`src/rtl/mem_stage.sv`:
```
// MEM pipeline stage: drives the data-memory handshake, stalls the front of the
// pipeline while memory is waiting, and produces the MEM/WB register.
module mem_stage #(
    parameter int unsigned MAX_WAIT = 15
) (
    input  logic        clock,
    input  logic        reset_n,
    input  logic        EXMEMRegWrite,
    input  logic        EXMEMMemtoReg,
    input  logic        EXMEMMemRead,
    input  logic        EXMEMMemWrite,
    input  logic [31:0] EXMEMReadAddress,
    input  logic [31:0] EXMEMWriteData,
    input  logic [4:0]  EXMEMDst,
    output logic        DMemReq,
    output logic        DMemWe,
    output logic [31:0] DMemAddr,
    output logic [31:0] DMemWData,
    input  logic [31:0] DMemRData,
    input  logic        DMemReady,
    output logic        MEMWBRegWrite,
    output logic        MEMWBMemtoReg,
    output logic [31:0] MEMWBReadData,
    output logic [31:0] MEMWBALUResult,
    output logic [4:0]  MEMWBDst,
    output logic [31:0] MEMForwarding,
    output logic        MEMStall,
    output logic        MEMError
);

    localparam int unsigned CW = (MAX_WAIT > 2) ? $clog2(MAX_WAIT) : 1;
    localparam logic [CW-1:0] CNT_LAST = CW'(MAX_WAIT - 1);

    typedef enum logic {ST_IDLE, ST_WAIT} state_t;

    state_t      state_q, state_d;
    logic [CW-1:0] cnt_q, cnt_d;
    logic [31:0] h_addr_q, h_addr_d;
    logic [31:0] h_wdata_q, h_wdata_d;
    logic [4:0]  h_dst_q, h_dst_d;
    logic        h_rw_q, h_rw_d;
    logic        h_m2r_q, h_m2r_d;
    logic        h_we_q, h_we_d;
    logic        err_q, err_d;
    logic        wb_rw_q, wb_rw_d;
    logic        wb_m2r_q, wb_m2r_d;
    logic [31:0] wb_rdata_q, wb_rdata_d;
    logic [31:0] wb_alu_q, wb_alu_d;
    logic [4:0]  wb_dst_q, wb_dst_d;

    logic        pending;
    logic        req, we, stall;
    logic [31:0] addr, wdata;

    assign pending = EXMEMMemRead | EXMEMMemWrite;

    always_comb begin
        state_d    = state_q;
        cnt_d      = cnt_q;
        h_addr_d   = h_addr_q;
        h_wdata_d  = h_wdata_q;
        h_dst_d    = h_dst_q;
        h_rw_d     = h_rw_q;
        h_m2r_d    = h_m2r_q;
        h_we_d     = h_we_q;
        err_d      = err_q;
        wb_rw_d    = 1'b0;
        wb_m2r_d   = 1'b0;
        wb_rdata_d = '0;
        wb_alu_d   = '0;
        wb_dst_d   = '0;
        req        = 1'b0;
        we         = 1'b0;
        stall      = 1'b0;
        addr       = EXMEMReadAddress;
        wdata      = EXMEMWriteData;

        case (state_q)
            ST_IDLE: begin
                if (pending) begin
                    req       = 1'b1;
                    we        = EXMEMMemWrite;
                    h_addr_d  = EXMEMReadAddress;
                    h_wdata_d = EXMEMWriteData;
                    h_dst_d   = EXMEMDst;
                    h_rw_d    = EXMEMRegWrite;
                    h_m2r_d   = EXMEMMemtoReg;
                    h_we_d    = EXMEMMemWrite;
                    // Conflicting read+write is performed as a write and flagged.
                    if (EXMEMMemRead && EXMEMMemWrite) err_d = 1'b1;
                    if (DMemReady) begin
                        wb_rw_d    = EXMEMRegWrite;
                        wb_m2r_d   = EXMEMMemtoReg;
                        wb_rdata_d = EXMEMMemWrite ? '0 : DMemRData;
                        wb_alu_d   = EXMEMReadAddress;
                        wb_dst_d   = EXMEMDst;
                    end else begin
                        stall   = 1'b1;
                        state_d = ST_WAIT;
                        cnt_d   = '0;
                    end
                end else begin
                    wb_rw_d  = EXMEMRegWrite;
                    wb_m2r_d = EXMEMMemtoReg;
                    wb_alu_d = EXMEMReadAddress;
                    wb_dst_d = EXMEMDst;
                end
            end
            ST_WAIT: begin
                addr  = h_addr_q;
                wdata = h_wdata_q;
                // Last permitted wait cycle: abandon the access and release the
                // pipeline so the faulting instruction moves on as a bubble.
                if (cnt_q == CNT_LAST) begin
                    err_d   = 1'b1;
                    state_d = ST_IDLE;
                    cnt_d   = '0;
                end else begin
                    req = 1'b1;
                    we  = h_we_q;
                    if (DMemReady) begin
                        wb_rw_d    = h_rw_q;
                        wb_m2r_d   = h_m2r_q;
                        wb_rdata_d = h_we_q ? '0 : DMemRData;
                        wb_alu_d   = h_addr_q;
                        wb_dst_d   = h_dst_q;
                        state_d    = ST_IDLE;
                        cnt_d      = '0;
                    end else begin
                        stall = 1'b1;
                        cnt_d = cnt_q + CW'(1);
                    end
                end
            end
            default: state_d = ST_IDLE;
        endcase
    end

    always_ff @(posedge clock or negedge reset_n) begin
        if (!reset_n) begin
            state_q    <= ST_IDLE;
            cnt_q      <= '0;
            h_addr_q   <= '0;
            h_wdata_q  <= '0;
            h_dst_q    <= '0;
            h_rw_q     <= 1'b0;
            h_m2r_q    <= 1'b0;
            h_we_q     <= 1'b0;
            err_q      <= 1'b0;
            wb_rw_q    <= 1'b0;
            wb_m2r_q   <= 1'b0;
            wb_rdata_q <= '0;
            wb_alu_q   <= '0;
            wb_dst_q   <= '0;
        end else begin
            state_q    <= state_d;
            cnt_q      <= cnt_d;
            h_addr_q   <= h_addr_d;
            h_wdata_q  <= h_wdata_d;
            h_dst_q    <= h_dst_d;
            h_rw_q     <= h_rw_d;
            h_m2r_q    <= h_m2r_d;
            h_we_q     <= h_we_d;
            err_q      <= err_d;
            wb_rw_q    <= wb_rw_d;
            wb_m2r_q   <= wb_m2r_d;
            wb_rdata_q <= wb_rdata_d;
            wb_alu_q   <= wb_alu_d;
            wb_dst_q   <= wb_dst_d;
        end
    end

    // Handshake outputs are combinational, so gate them with reset directly.
    assign DMemReq        = req & reset_n;
    assign DMemWe         = we & reset_n;
    assign MEMStall       = stall & reset_n;
    assign DMemAddr       = addr;
    assign DMemWData      = wdata;
    assign MEMForwarding  = EXMEMReadAddress;
    assign MEMError       = err_q;
    assign MEMWBRegWrite  = wb_rw_q;
    assign MEMWBMemtoReg  = wb_m2r_q;
    assign MEMWBReadData  = wb_rdata_q;
    assign MEMWBALUResult = wb_alu_q;
    assign MEMWBDst       = wb_dst_q;

endmodule

```
`config.mk`:
```
export PLATFORM = sky130hd
export DESIGN_NAME = mem_stage
export DESIGN_NICKNAME = d
export VERILOG_FILES = /design/src/rtl/mem_stage.sv
export SDC_FILE = /design/constraint.sdc
export NUM_CORES = 1
export LEC_CHECK = 0
export CAP_MARGIN = 20
export CORE_ASPECT_RATIO = 0.5
export CORE_MARGIN = 4
export CORE_UTILIZATION = 46
export DETAILED_ROUTE_END_ITERATION = 10
export GPL_ROUTABILITY_DRIVEN = 0
export HOLD_SLACK_MARGIN = 0.02
export PLACE_DENSITY_LB_ADDON = 0.25
export SETUP_SLACK_MARGIN = 0.05
export SLEW_MARGIN = 20
export SYNTH_ARGS = -nofsm -noshare
export SYNTH_HDL_FRONTEND = slang
export SYNTH_SLANG_ARGS = --single-unit
```
`constraint.sdc`:
```
create_clock -name clock -period 3.8 [get_ports clock]
set_input_delay 0.95 -clock clock [delete_from_list [all_inputs] [get_ports clock]]
set_output_delay 0.95 -clock clock [all_outputs]
set_load 0.02 [all_outputs]
```
-- Word-level counts from Yosys, hierarchy flattened
Cells that the tools add are included.
- output and inout port bits: 171
- register bits after elaboration: 149
- input bits: 108
- logic and storage cells: 77
- reductions and logical operators: 4
- mux-type cells: 48
- eq/ne operators: 5
- $add $sub $neg: 1
- bitwise operators: 5
- operators by type and width (operator ; number):
    32-bit 2-to-1 mux ; 12
    32-bit case mux with 2 select lines ; 2
    5-bit 2-to-1 mux ; 4
    1-bit 2-to-1 mux ; 18
    4-bit 2-to-1 mux ; 4
    1-bit case mux with 2 select lines ; 6
    5-bit case mux with 2 select lines ; 1
    4-bit case mux with 2 select lines ; 1
    2-bit inequality test (second input constant) ; 3
    4-bit by 1-bit adder with 4-bit output (second input constant) ; 1
    4-bit == test (second input constant) ; 1
    2-bit AND reduction ; 2
    1-bit bitwise AND ; 3
    3-bit AND reduction ; 1
    2-bit by 1-bit inequality test with 1-bit output (second input constant) ; 1
    1-bit logical AND ; 1
    1-bit NOT ; 1
    1-bit OR ; 1

-- Logic depth before layout (Yosys ltp)
- word-level depth: 4
- mapped depth: 7
- gate-level depth less buffers: 5

-- Least setup slack after synthesis
OpenSTA, ideal clock, no wires.
- path type: input to output
- start point: input port EXMEMMemWrite
- end point: output port MEMStall
- buffers on the path: 1
- path slack: 1.008 ns
- required time: 2.850 ns
- data arrival time: 1.842 ns
- cell stages on the path: 4
- path through: o21bai_1 -> buf_2 -> a21boi_0 -> nor3b_1
- longest elaborated chain between the ends: 4
- RTL lines (item ; line ; source):
    start, declared ; 11 ; input logic EXMEMMemWrite,
    1-bit OR ; 55 ; assign pending = EXMEMMemRead | EXMEMMemWrite;
    1-bit 2-to-1 mux ; 80 ; if (pending) begin
    1-bit case mux with 2 select lines ; 78 ; case (state_q)
    1-bit bitwise AND ; 176 ; assign MEMStall = stall & reset_n;
    end, declared ; 27 ; output logic MEMStall,
Every way passes these cells.

-- Final worst setup path
Ends and elaborated chain as after synthesis.

==> summary.md <==
| Metric | Value |
|---|---|
| Status | `completed` |
| Mapped Avg Cell Area | `14.2 µm²` |
| Most numerous cell on the critical path | `clkdlybuf4s50_1` |
| # diodes | `0` |
| Std-Cell Core Area | `0.0136 mm²` |
| I/O pin count | `between 200 and 300` |
| Net count after synthesis | `between 500 and 600` |
| Remaining antenna violation count after routing | `0` |
| First-pass GRT wire length | `between 20000 and 30000 µm` |
| Hold Buf Count CTS | `0` |
| R2r startpoint | `state_q` |
| Synthesized area | `around 0.0065 mm²` |
| Combinational Power Share | `approximately a quarter` |
| CP cell instances | `clkdlybuf4s50_1 > o21bai_4 > a21boi_1 > nor3b_1 > clkdlybuf4s50_1` |
| Pwr/cell area | `487 mW/mm²` |
| Slew margin rel. | `32.5%` |
| Final Slew Violations | `0` |
| Num CTS Buffers | `17` |
| Final Core Density | `between 70% and 80%` |
| Syn Inst Count | `between 400 and 500` |
| Worst-Skew Late Latency | `approximately 0.4 ns` |
| FF+latch area | `about 0.0037 mm²` |
| RSZ-0062 raised after global routing | `false` |
| Clk sinks | `about 150` |
| Final wirelength | `between 15000 and 20000 µm` |
| Clock Power Share | `between 30% and 40%` |
| Synth cell types | `32` |
| Pre-Repair DR Iteration Count | `4` |
| Setup crit start kind | `input pin` |
| GRT overflow | `0` |
| Synth Register Bits | `149` |
| CTS tree | `done` |
| Clk slew on worst S/H paths | `around 0.060 ns` |
| # rows | `30` |
| Vias/cell | `just under 5` |
| Critical Path AT | `about 2.7 ns` |
| Dpl cell area | `about 0.0092 mm²` |
| Most frequent cells in the layout | `277 x clkdlybuf4s50_1, 148 x dfrtp_1, 135 x mux2_2, 39 x a22o_1, 33 x nor2b_1` |
| Sw Share | `a little over a quarter` |
| Vias | `4504` |
| Most common cell after layout, fill and taps aside | `clkdlybuf4s50_1` |
| Pin count of the biggest net entering global routing | `between 70 and 80` |
| Pint | `about 3.5 mW` |
| YS warnings | `0` |
| CTS max path bufs | `2` |
| Critical path origin | `EXMEMMemWrite` |
| Final Cycle Share | `between 90% and 100%` |
| Max Clk Rate | `0.275 GHz` |
| Die area | `~0.016 mm²` |
| All-layer global routing usage | `between 20% and 30%` |
| Number of buffer cells added on primary ports | `278` |
| Max cap viols | `0` |
| Slowest stage cell, crit path | `clkdlybuf4s50_1` |
| Crit end category | `primary output` |
| WL per Instance | `17.8 µm` |
| Final count of hold timing violations | `0` |
| Setup TNS | `0 ns` |
| Worst VDD drop | `between 300 and 400 µV` |
| Reg2Reg Depth | `3` |
| Worst path top cell family by delay | `buffers and inverters` |
| Die Wd | `between 150 and 200 µm` |
| Multi-input gate area | `~0.0024 mm²` |
| Final instance area | `around 0.0098 mm²` |
| Tmin final | `~3.6 ns` |
| Final setup fails | `0` |
| Seq pwr share | `39.0%` |
| Setup CP Type | `input pin to primary output` |
| Net switching power | `1.28 mW` |
| Initial DRC Count | `220` |
| Post-DP HPWL | `approximately 11000 µm` |
| Sequential area share after synthesis | `between 50 and 60%` |
| Worst EP required | `roughly 2.9 ns` |
| CP Buf/Inv Count | `2` |
| CP max stage delay | `~0.64 ns` |
| Initial core utilization | `between 40% and 50%` |
| Post-CTS Setup Repair Bufs | `0` |
| CP max FO | `5` |
| CTS root buf | `clkbuf_16` |
| Nets@finish | `a little over 800` |
| Cell leakage power | `about 4.1 nW` |
| Filler Cell Count | `between 900 and 1000` |
| R2r setup slk | `1.39 ns` |
| Critical R2R Capture | `h_addr_q[12]` |
| Vias in the first global route | `between 4000 and 5000` |
| Layout Skew | `roughly 0.012 ns` |
| Post_cts resized | `0` |
| Initial antenna violation count | `0` |
| Slew of the pin with the lowest slew margin | `around 1 ns` |
| Hold WC Path Type | `input pin to asynchronous set/reset pin` |
| DRC errors left | `0` |
| # H-tree levels | `4` |
| P&R area growth vs syn | `52.2%` |
| Die height | `between 90 and 100 µm` |
| Layout cells sized above 1 | `25.6%` |
==> cell type report <==
type	instances	area share [%]
inverter	3	0.115
tap	192	2.45
clock inverter	14	2.04
clock buffer	18	4.37
multi-input combinational	244	24.0
sequential	149	38.0
timing repair buffer	286	29.1
==> cell usage after synthesis <==
cell type,count,area share (%)
o32a_1,1,0.16
a211o_1,1,0.14
o21ai_0,2,0.16
nor2_1,2,0.12
or2_2,1,0.097
a2bb2oi_1,1,0.14
buf_2,23,1.8
mux2_2,135,24
nand2_1,4,0.23
o21bai_1,1,0.12
a21oi_1,3,0.23
nand3_2,1,0.16
inv_1,3,0.17
o21ba_2,1,0.16
nor2b_1,33,3.2
ha_1,2,0.39
and3_4,1,0.17
nor3b_1,2,0.23
and3b_1,1,0.14
a21boi_0,2,0.23
a22o_1,39,5.3
or3b_1,1,0.14
nand2b_1,3,0.29
buf_4,32,3.7
o2bb2ai_1,1,0.14
o31ai_1,1,0.12
nand3b_1,1,0.12
clkbuf_1,2,0.12
nand3_1,3,0.23
dfrtp_1,149,58
and4b_1,1,0.16
buf_6,2,0.35
==> layer usage <==
layer | share of wire (%) | GRT usage [%] | vias to the layer above
met4 | 0.77 | 4.60 | 0
met3 | 6.6 | 6.18 | 9
met5 | 0 | 0 | -
met1 | 41 | 24.6 | 2278
met2 | 51 | 35.3 | 138
li1 | - | - | 2079
==> worst reg2reg max path, cell delays in order, from the launching register on <==
cell and delay [ns]:
dfrtp_4 0.79, o21bai_4 0.24, buf_4 0.78, mux2_2 0.48
==> stage by stage <==
| step | hold WS, ns | std cells | power (mW) | setup slack, ns |
|---|---|---|---|---|
| floorplan | 0.467 | 455 | 2.48 | 1.01 |
| CTS | 0.401 | 906 | 4.83 | 0.0951 |
| finish | 0.409 | 906 | 4.78 | 0.164 |
| global route | 0.404 | 906 | 4.98 | 0.101 |
| detailed placement | 0.458 | 874 | 3.04 | 0.104 |
| global placement | 0.450 | 874 | 3.02 | 0.113 |
==> worst max path at each step <==
stage,endpoint,cells past startpoint
2_1_floorplan,MEMStall,4
3_3_place_gp,DMemReq,5
3_5_place_dp,DMemReq,5
4_1_cts,DMemReq,5
5_1_grt,MEMStall,5
6_report,MEMStall,5
==> cell families (layout without fill, tap and decap cells) <==
logic type                 count (synthesis)  count (layout)  share of synthesized area (%)
DFF                                      149             149                           57.8
adders and majority gates                  2               2                          0.388
buffers and inverters                     62             321                           6.15
muxes                                    135             135                           23.6
and+or+nand+nor                           54              54                           5.27
AOI/OAI and AO/OA                         53              53                           6.86
==> registers in the layout, summed over array words and instances, names as in the netlist <==
register / count
MEMWBRegWrite: 1
h_dst_q: 5
h_m2r_q: 1
h_rw_q: 1
h_wdata_q: 32
MEMWBDst: 5
MEMError: 1
MEMWBReadData: 32
MEMWBALUResult: 32
cnt_q: 4
state_q: 1
h_addr_q: 32
MEMWBMemtoReg: 1
h_we_q: 1
==> power by group through the flow <==
stage	registers, mW	logic, mW	clock network (mW)
6_report	1.86	1.14	1.77
5_1_grt	1.88	1.22	1.88
3_5_place_dp	1.89	1.15	0
4_1_cts	1.86	1.16	1.81
3_3_place_gp	1.88	1.14	0
2_1_floorplan	1.93	0.547	0
(Power assumes the default switching activity.)
